<file path="src/rtl/sequence_serializer.sv">
// Parallel-to-serial front end for the sequence detector: takes a word over valid/ready
// and shifts it out one bit per clock. Define SEQUENCE_SERIALIZER_PARITY_EN to append an even-parity bit.
module sequence_serializer #(
    parameter int WIDTH      = 8,
    parameter bit MSB_FIRST  = 1'b1,
    parameter bit IDLE_LEVEL = 1'b0
) (
    input  logic             clock,
    input  logic             reset,
    input  logic [WIDTH-1:0] data_in,
    input  logic             data_valid,
    output logic             data_ready,
    output logic             serial_out,
    output logic             serial_valid,
    output logic             frame_done
);

`ifdef SEQUENCE_SERIALIZER_PARITY_EN
    localparam int FRAME_LEN = WIDTH + 1;
`else
    localparam int FRAME_LEN = WIDTH;
`endif
    localparam int CW = $clog2(FRAME_LEN + 1);
    localparam logic [CW-1:0] LAST_CNT = CW'(FRAME_LEN - 1);

    typedef enum logic [0:0] {
        ST_IDLE  = 1'b0,
        ST_SHIFT = 1'b1
    } state_t;

    state_t           r_state;
    logic [WIDTH-1:0] r_shift;
    logic [CW-1:0]    r_cnt;
    logic             r_serial_out;
    logic             r_serial_valid;
    logic             r_frame_done;
    logic             r_data_ready;

    logic             w_xfer;
    logic [CW-1:0]    w_cnt_inc;
    logic             w_load_bit;
    logic [WIDTH-1:0] w_load_shift;
    logic             w_shift_bit;
    logic [WIDTH-1:0] w_adv_shift;
    logic             w_adv_bit;

    assign w_xfer    = data_valid && r_data_ready;
    assign w_cnt_inc = r_cnt + CW'(1);

    // The first bit goes straight to the output at capture; the register keeps the rest.
    generate
        if (MSB_FIRST) begin : g_msb
            assign w_load_bit   = data_in[WIDTH-1];
            assign w_load_shift = {data_in[WIDTH-2:0], 1'b0};
            assign w_shift_bit  = r_shift[WIDTH-1];
            assign w_adv_shift  = {r_shift[WIDTH-2:0], 1'b0};
        end else begin : g_lsb
            assign w_load_bit   = data_in[0];
            assign w_load_shift = {1'b0, data_in[WIDTH-1:1]};
            assign w_shift_bit  = r_shift[0];
            assign w_adv_shift  = {1'b0, r_shift[WIDTH-1:1]};
        end
    endgenerate

`ifdef SEQUENCE_SERIALIZER_PARITY_EN
    logic r_parity;

    always_ff @(posedge clock or posedge reset) begin
        if (reset) begin
            r_parity <= 1'b0;
        end else if (w_xfer) begin
            r_parity <= ^data_in;
        end
    end

    assign w_adv_bit = (w_cnt_inc == CW'(WIDTH)) ? r_parity : w_shift_bit;
`else
    assign w_adv_bit = w_shift_bit;
`endif

    always_ff @(posedge clock or posedge reset) begin
        if (reset) begin
            r_state        <= ST_IDLE;
            r_shift        <= '0;
            r_cnt          <= '0;
            r_serial_out   <= IDLE_LEVEL;
            r_serial_valid <= 1'b0;
            r_frame_done   <= 1'b0;
            r_data_ready   <= 1'b1;
        end else if (w_xfer) begin
            // Capture is only possible in IDLE or on the last bit, so this also covers back-to-back frames.
            r_state        <= ST_SHIFT;
            r_shift        <= w_load_shift;
            r_cnt          <= '0;
            r_serial_out   <= w_load_bit;
            r_serial_valid <= 1'b1;
            r_frame_done   <= 1'b0;
            r_data_ready   <= 1'b0;
        end else if (r_state == ST_SHIFT) begin
            if (r_cnt == LAST_CNT) begin
                r_state        <= ST_IDLE;
                r_cnt          <= '0;
                r_serial_out   <= IDLE_LEVEL;
                r_serial_valid <= 1'b0;
                r_frame_done   <= 1'b0;
                r_data_ready   <= 1'b1;
            end else begin
                r_shift        <= w_adv_shift;
                r_cnt          <= w_cnt_inc;
                r_serial_out   <= w_adv_bit;
                r_serial_valid <= 1'b1;
                r_frame_done   <= (w_cnt_inc == LAST_CNT);
                r_data_ready   <= (w_cnt_inc == LAST_CNT);
            end
        end
    end

    assign data_ready   = r_data_ready;
    assign serial_out   = r_serial_out;
    assign serial_valid = r_serial_valid;
    assign frame_done   = r_frame_done;

endmodule

</file>
<file path="config.mk">
export PLATFORM = sky130hd
export DESIGN_NAME = sequence_serializer
export DESIGN_NICKNAME = d
export VERILOG_FILES = /design/src/rtl/sequence_serializer.sv
export SDC_FILE = /design/constraint.sdc
export NUM_CORES = 1
export LEC_CHECK = 0
export BUFFER_PORTS_ARGS = -buffer_cell sky130_fd_sc_hd__buf_4
export CAP_MARGIN = 20
export CORE_UTILIZATION = 47
export DETAILED_ROUTE_END_ITERATION = 8
export GPL_TIMING_DRIVEN = 0
export MAX_ROUTING_LAYER = met4
export PLACE_DENSITY = 0.69
export RECOVER_POWER = 25
export SLEW_MARGIN = 20
export SYNTH_ARGS = -nofsm -noshare
export SYNTH_HDL_FRONTEND = slang
export SYNTH_SLANG_ARGS = --single-unit
</file>
<file path="constraint.sdc">
create_clock -name clock -period 1.5 [get_ports clock]
set_input_delay 0.225 -clock clock [delete_from_list [all_inputs] [get_ports clock]]
set_output_delay 0.225 -clock clock [all_outputs]
set_load 0.02 [all_outputs]
</file>
==> metrics.txt, run 1 <==
result of the run finished, violations left; violated checks DRC, hold timing; insertion delay of the later-clocked pin in the worst-skew pair 290 ps; total of fill cells in the finished design 120; busiest layer in global routing met1; overall fraction of global-route tracks in use 19.8%; Critical Path Start r_cnt[0]; Boundary Pins 15; Yosys warning count 0; count of distinct cell types in the synthesized netlist 30; placed wire-length estimate 1.03 mm; Avg Vias per Cell 5.33; Reg clk slew, reported paths 100 ps; total standard cell area after synthesis 816 um2; share of synthesized area occupied by flip-flops and latches 49.2%; relative slew slack 59.8%; sinks on the clock net 16; number of flip-flops and latches in the synthesized netlist 16; worst flop-to-flop path endpoint r_shift[6]; Gate Count Post-Synth 84; Setup crit end kind register; pin count of the biggest net entering global routing 17; clock tree skew after final layout 8.14 ps; met1 track utilization from global routing 27.2%; Layout Utilization 66.0%; final count of negative-setup-slack endpoints 0; crit path max fanout 6; number of hold violations in the final report 6; number of buffers created by CTS 3; launching point of the worst reg2reg path r_cnt[0]; final weighted congestion of routability-driven global placement 0.785; starting utilization of the core area 52.3%; share of flip-flops with an asynchronous set or reset 100%; number of remaining DRC errors 1; required time of the critical path 1680 ps; top flip-flop cell by instance count after synthesis sky130_fd_sc_hd__dfrtp_1; diode count 0; overflow left after global routing 0; Critical Path Sink r_shift[6]; mean instance size in the synthesized netlist 9.71 um2; post-layout minimum cycle time 1410 ps; max-capacitance violation count 0; antenna-violating nets left 0; root buf cell sky130_fd_sc_hd__clkbuf_4; starting DRC count in detailed routing 10; y dimension of the die 43.7 um; Crit path arrival time 1590 ps; met2 track demand over resource in global routing 27.2%; Highest Clock Rate 709 MHz; nets in the synthesized netlist 97; global-route track usage on met3 3.75%; net count of the finished layout 119; sum of routed wire length over all layers 1.57 mm; class of the most critical setup path reg -> reg; worst-case vdd ir drop 1.04 mV; setup repair after global routing missed its margin no; die span in x 43.7 um; number of buffers between clock root and the deepest sink 2; number of core rows 14; via count 645; pins over their slew limit 0; worst hold slack -7.68 ps; TritonRoute pass-1 iters 6; depth of the most critical reg-to-reg path 6; count of H-tree levels built during CTS 1; count of port buffers added during placement 14; clock tree from TritonCTS done; area added between synthesis and finish 26.1%; drt wl/cell 12.9 um; pin slew with the least headroom to its limit 602 ps; first-pass GRT wire length 2.65 mm; Cell Pwr Density 1980 nW/um2; number of enable flip-flop cells after synthesis 0; Std-Cell Core Area 1560 um2; share of cells above drive strength 1 31.4%; number of antenna violations at the first check in global routing 0; leakage component of the power 0.486 nW; fin crit share 94.0%; min-delay worst type in -> async; area of the die 1910 um2; setup slack of the most critical reg-to-reg path 90 ps; crit start category register; number of global-route vias before repair 585
final cells by class:
cell class                      instances  area [um2]  area share (%)
Tap cell                               16        20.0            1.95
Buffer                                  4        28.8            2.80
Clock buffer                            4        36.3            3.53
Multi-Input combinational cell         58         390            38.0
Timing Repair Buffer                   17         128            12.4
Inverter                                6        22.5            2.19
Sequential cell                        16         403            39.2
synth_stat cells, types with 2 or more instances:
master / count / area [um2]
sky130_fd_sc_hd__dfrtp_1: 15 / 375
sky130_fd_sc_hd__o211ai_1: 2 / 15.0
sky130_fd_sc_hd__nand4_1: 2 / 12.5
sky130_fd_sc_hd__a21oi_1: 4 / 20.0
sky130_fd_sc_hd__nand2b_1: 2 / 12.5
sky130_fd_sc_hd__inv_1: 6 / 22.5
sky130_fd_sc_hd__nand3_1: 2 / 10.0
sky130_fd_sc_hd__and2_1: 2 / 12.5
sky130_fd_sc_hd__nor2_1: 3 / 11.3
sky130_fd_sc_hd__mux2i_1: 7 / 70.1
sky130_fd_sc_hd__nand2_1: 14 / 52.6
sky130_fd_sc_hd__o21ai_1: 6 / 30.0
sky130_fd_sc_hd__ha_1: 2 / 25.0
cell families after synthesis:
kind of cell,after synthesis,synth area share (%)
AO/OA/AOI/OAI,18,13.5
XOR/XNOR,1,1.07
AND/OR/NAND/NOR,29,17.0
flip-flops,16,49.2
buffers and inverters,10,6.13
multiplexers,8,9.97
adder cells (fa/ha/maj),2,3.07
metrics by stage:
step / cells / power [mW] / setup TNS, ps / cell area (um2) / setup slack, ps
after floorplan: 84 / 1.40 / 0 / 816 / 116
after global placement: 114 / 1.58 / -87.9 / 941 / -27.7
after detailed placement: 114 / 1.61 / -333 / 941 / -67.2
after CTS: 119 / 1.96 / 0 / 1000 / 51.3
after global routing: 121 / 2.20 / 0 / 1030 / 16.7
final: 121 / 2.04 / 0 / 1030 / 90.0
sequential cells by signal, summed over array words and instances (netlist names):
register	flops
r_shift	7
serial_out	1
r_state	1
r_cnt	4
frame_done	1
data_ready	1
serial_valid	1
critical path: stages, from the launching register on:
cell	delay (ps)
sky130_fd_sc_hd__dfrtp_2	410
sky130_fd_sc_hd__ha_4	170
sky130_fd_sc_hd__nand2_2	80
sky130_fd_sc_hd__o21ai_4	190
sky130_fd_sc_hd__buf_6	150
sky130_fd_sc_hd__mux2i_1	210
sky130_fd_sc_hd__o21ai_1	70
timing repair:
item | 4_1_cts | 5_1_grt
resized for setup | 4 | 4
buffers inserted | 1 | 1
hold buffers | 0 | 0
endpoints found under the setup margin | 8 | 8
gates cloned | 0 | 1
pin swaps | 0 | 1
metal layers:
metal,wire (um),vias to the layer above
met2,698,14
met3,58,5
met1,777,297
met4,31,0
li1,-,329
met5,0,-
power by group:
group	leakage, nW	internal, mW	switching [mW]	total [mW]
registers	0.198	0.614	0.143	0.757
clock network	0.0210	0.148	0.145	0.293
logic	0.268	0.496	0.489	0.986
total	0.486	1.26	0.778	2.04
how the worst min path moves through the flow:
stage	cells after the start	start	slack [ps]	to
6_report	2	reset	-8	serial_out
5_1_grt	2	reset	50	frame_done
4_1_cts	2	reset	10	serial_out
3_5_place_dp	2	reset	340	serial_out
3_3_place_gp	2	reset	330	frame_done
2_1_floorplan	1	reset	140	frame_done
layout by cell type (no fill, tap or decap), drive strengths merged, types with 3 or more instances in the layout:
cell,instances
nand2,14
buf,20
a21oi,4
dfrtp,15
mux2i,7
nor2,3
inv,6
clkbuf,5
o21ai,8
No activity file was read; power rests on OpenSTA's default activity.
==> inputs of run 2 (changes only) <==
ABC_AREA = 1   (was not set)
==> metrics.txt, run 2 <==
fraction of synthesized cell area taken by the top area cell type 47.6%; pins over their slew limit 0; Yosys warning count 0; pin count of the biggest net entering global routing 17; number of remaining DRC errors 0; number of buffers created by CTS 3; antenna-violating nets left 0; diode count 0; number of enable flip-flop cells after synthesis 0; crit path max fanout 8; Std-Cell Core Area 1540 um2; mean instance size in the synthesized netlist 8.30 um2; library cell with the highest instance count after synthesis sky130_fd_sc_hd__nand2_1; share of cells above drive strength 1 23.9%; via count 657; overall fraction of global-route tracks in use 19.5%; area of the die 1840 um2; number of flip-flops and latches in the synthesized netlist 16; root buf cell sky130_fd_sc_hd__clkbuf_4; class of the most critical setup path reg -> reg; total standard cell area after synthesis 788 um2; count of H-tree levels built during CTS 1; clock tree from TritonCTS done; net count of the finished layout 127; post-layout minimum cycle time 1370 ps; die span in x 43.0 um; Layout Utilization 61.0%; most common cell after layout, fill and taps aside sky130_fd_sc_hd__nand2_1; starting utilization of the core area 51.1%; min-delay worst type in -> async; Boundary Pins 15; Avg Vias per Cell 5.09; flip-flop count of the largest register after layout 7; largest cells by area after synthesis sky130_fd_sc_hd__dfrtp_1 48%, sky130_fd_sc_hd__nand2_1 19%, sky130_fd_sc_hd__nand3_1 5.1%; Top reg by flops r_shift; TritonRoute pass-1 iters 4; pin slew with the least headroom to its limit 606 ps; share of synthesized area occupied by flip-flops and latches 51.0%; sum of routed wire length over all layers 1.41 mm; number of core rows 14; worst hold slack -1.06 ps; nets in the synthesized netlist 108; Reg clk slew, reported paths 90 ps; number of hold violations in the final report 4; sinks on the clock net 16; sum of negative setup slack 0 ps; Crit path arrival time 1560 ps; Cell Pwr Density 745 nW/um2; final count of negative-setup-slack endpoints 0; Highest Clock Rate 730 MHz; required time of the critical path 1690 ps; overflow left after global routing 0; crit start category register; count of port buffers added during placement 14; Setup crit end kind register; placed wire-length estimate 1.04 mm; share of flip-flops with an asynchronous set or reset 100%; clock tree skew after final layout 0.561 ps; starting DRC count in detailed routing 14; top flip-flop cell by instance count after synthesis sky130_fd_sc_hd__dfrtp_1; insertion delay of the later-clocked pin in the worst-skew pair 290 ps; launching point of the worst reg2reg path r_cnt[0]; leakage component of the power 0.509 nW; Critical Path Start r_cnt[0]; Gate Count Post-Synth 95; y dimension of the die 43.0 um; drt wl/cell 10.9 um; count of distinct cell types in the synthesized netlist 20; area added between synthesis and finish 19.4%; CTS Hold Bufs 0; largest area contributor in the synthesized netlist sky130_fd_sc_hd__dfrtp_1; max-capacitance violation count 0; leading post-synthesis cells by instance count 40 x sky130_fd_sc_hd__nand2_1, 15 x sky130_fd_sc_hd__dfrtp_1, 8 x sky130_fd_sc_hd__inv_1, 8 x sky130_fd_sc_hd__nand3_1, 5 x sky130_fd_sc_hd__nor2_1; fin crit share 91.3%; largest registers ranked by flip-flop count r_shift: 7 flops, r_cnt: 4 flops; setup repair after global routing missed its margin no; first-pass GRT wire length 2.59 mm; final weighted congestion of routability-driven global placement 0.808; number of buffers between clock root and the deepest sink 2; number of antenna violations at the first check in global routing 0; violated checks hold timing; number of global-route vias before repair 574; leading cell types in the layout, fill and taps excluded 40 x sky130_fd_sc_hd__nand2_1, 14 x sky130_fd_sc_hd__dfrtp_1, 13 x sky130_fd_sc_hd__buf_4; worst-case vdd ir drop 0.532 mV; relative slew slack 59.6%; result of the run finished, violations left
==> run 2: changes by cell type after synthesis, moves of 3 or more <==
cell / change
sky130_fd_sc_hd__a21oi_1: -3
sky130_fd_sc_hd__mux2i_1: -7
sky130_fd_sc_hd__nand2_1: +26
sky130_fd_sc_hd__nand3_1: +6
sky130_fd_sc_hd__o21ai_1: -6
==> run 2: kinds of logic (layout without fill, tap and decap cells) <==
group,Yosys count,after routing,synth area share [%]
buffers and inverters,11,29,6.51
AND/OR/NAND/NOR,58,58,32.2
flip-flops,16,16,51.0
AO/OA/AOI/OAI,8,8,7.14
adder cells (fa/ha/maj),2,2,3.17
==> run 2: critical path: stages, from the launching register on <==
cell,delay (ps)
sky130_fd_sc_hd__dfrtp_1,410
sky130_fd_sc_hd__ha_1,220
sky130_fd_sc_hd__nand3_2,160
sky130_fd_sc_hd__o21ai_4,310
sky130_fd_sc_hd__inv_4,60
sky130_fd_sc_hd__nand2_1,60
sky130_fd_sc_hd__nand2_1,40
==> run 2: final cells by class <==
| type | count | area, um2 |
|---|---|---|
| clock buffers | 4 | 26.3 |
| multi-input cells | 68 | 335 |
| flip-flops and latches | 16 | 403 |
| well taps | 16 | 20.0 |
| fillers | 152 | 601 |
| repair buffers | 14 | 105 |
| inverters | 11 | 51.3 |
==> run 2: path summary, 6_finish.rpt <==
kind,slack [ps],endpoint,depth (start not counted)
setup reg to reg,130,r_shift[5],6
min in group clock,130,r_shift[1],3
hold reg to reg,490,r_shift[1],2
hold / removal,-1,r_shift[1],2
max in group asynchronous,1080,r_cnt[1],2
setup / recovery,130,r_shift[5],6
==> run 2: power breakdown <==
| part | leakage, nW | switching (mW) | total (mW) | internal, mW |
|---|---|---|---|---|
| registers | 0.199 | 0 | 0.431 | 0.431 |
| logic | 0.296 | 0.0120 | 0.0282 | 0.0162 |
| clock network | 0.0150 | 0.139 | 0.242 | 0.104 |
| total | 0.509 | 0.151 | 0.701 | 0.551 |
==> run 2: repair_timing <==
| action | in CTS | in global routing |
|---|---|---|
| resized for setup | 0 | 1 |
| setup buffers | 0 | 0 |
| setup endpoints to repair | 0 | 1 |
==> run 2: stage by stage <==
stage / instances / instance area, um2 / setup slack, ps / power (mW)
finish: 129 / 941 / 130 / 0.701
global route: 129 / 941 / 11.1 / 0.735
CTS: 129 / 940 / 122 / 0.703
detailed placement: 125 / 913 / 144 / 0.469
global placement: 125 / 913 / 159 / 0.469
floorplan: 95 / 788 / 246 / 0.446
==> run 2: routing by layer <==
| metal | wire length (um) | GRT usage (%) | vias up |
|---|---|---|---|
| li1 | - | - | 335 |
| met1 | 700 | 26.8 | 301 |
| met2 | 626 | 26.7 | 16 |
| met3 | 46 | 3.83 | 5 |
| met4 | 38 | 10.9 | 0 |
| met5 | 0 | - | - |
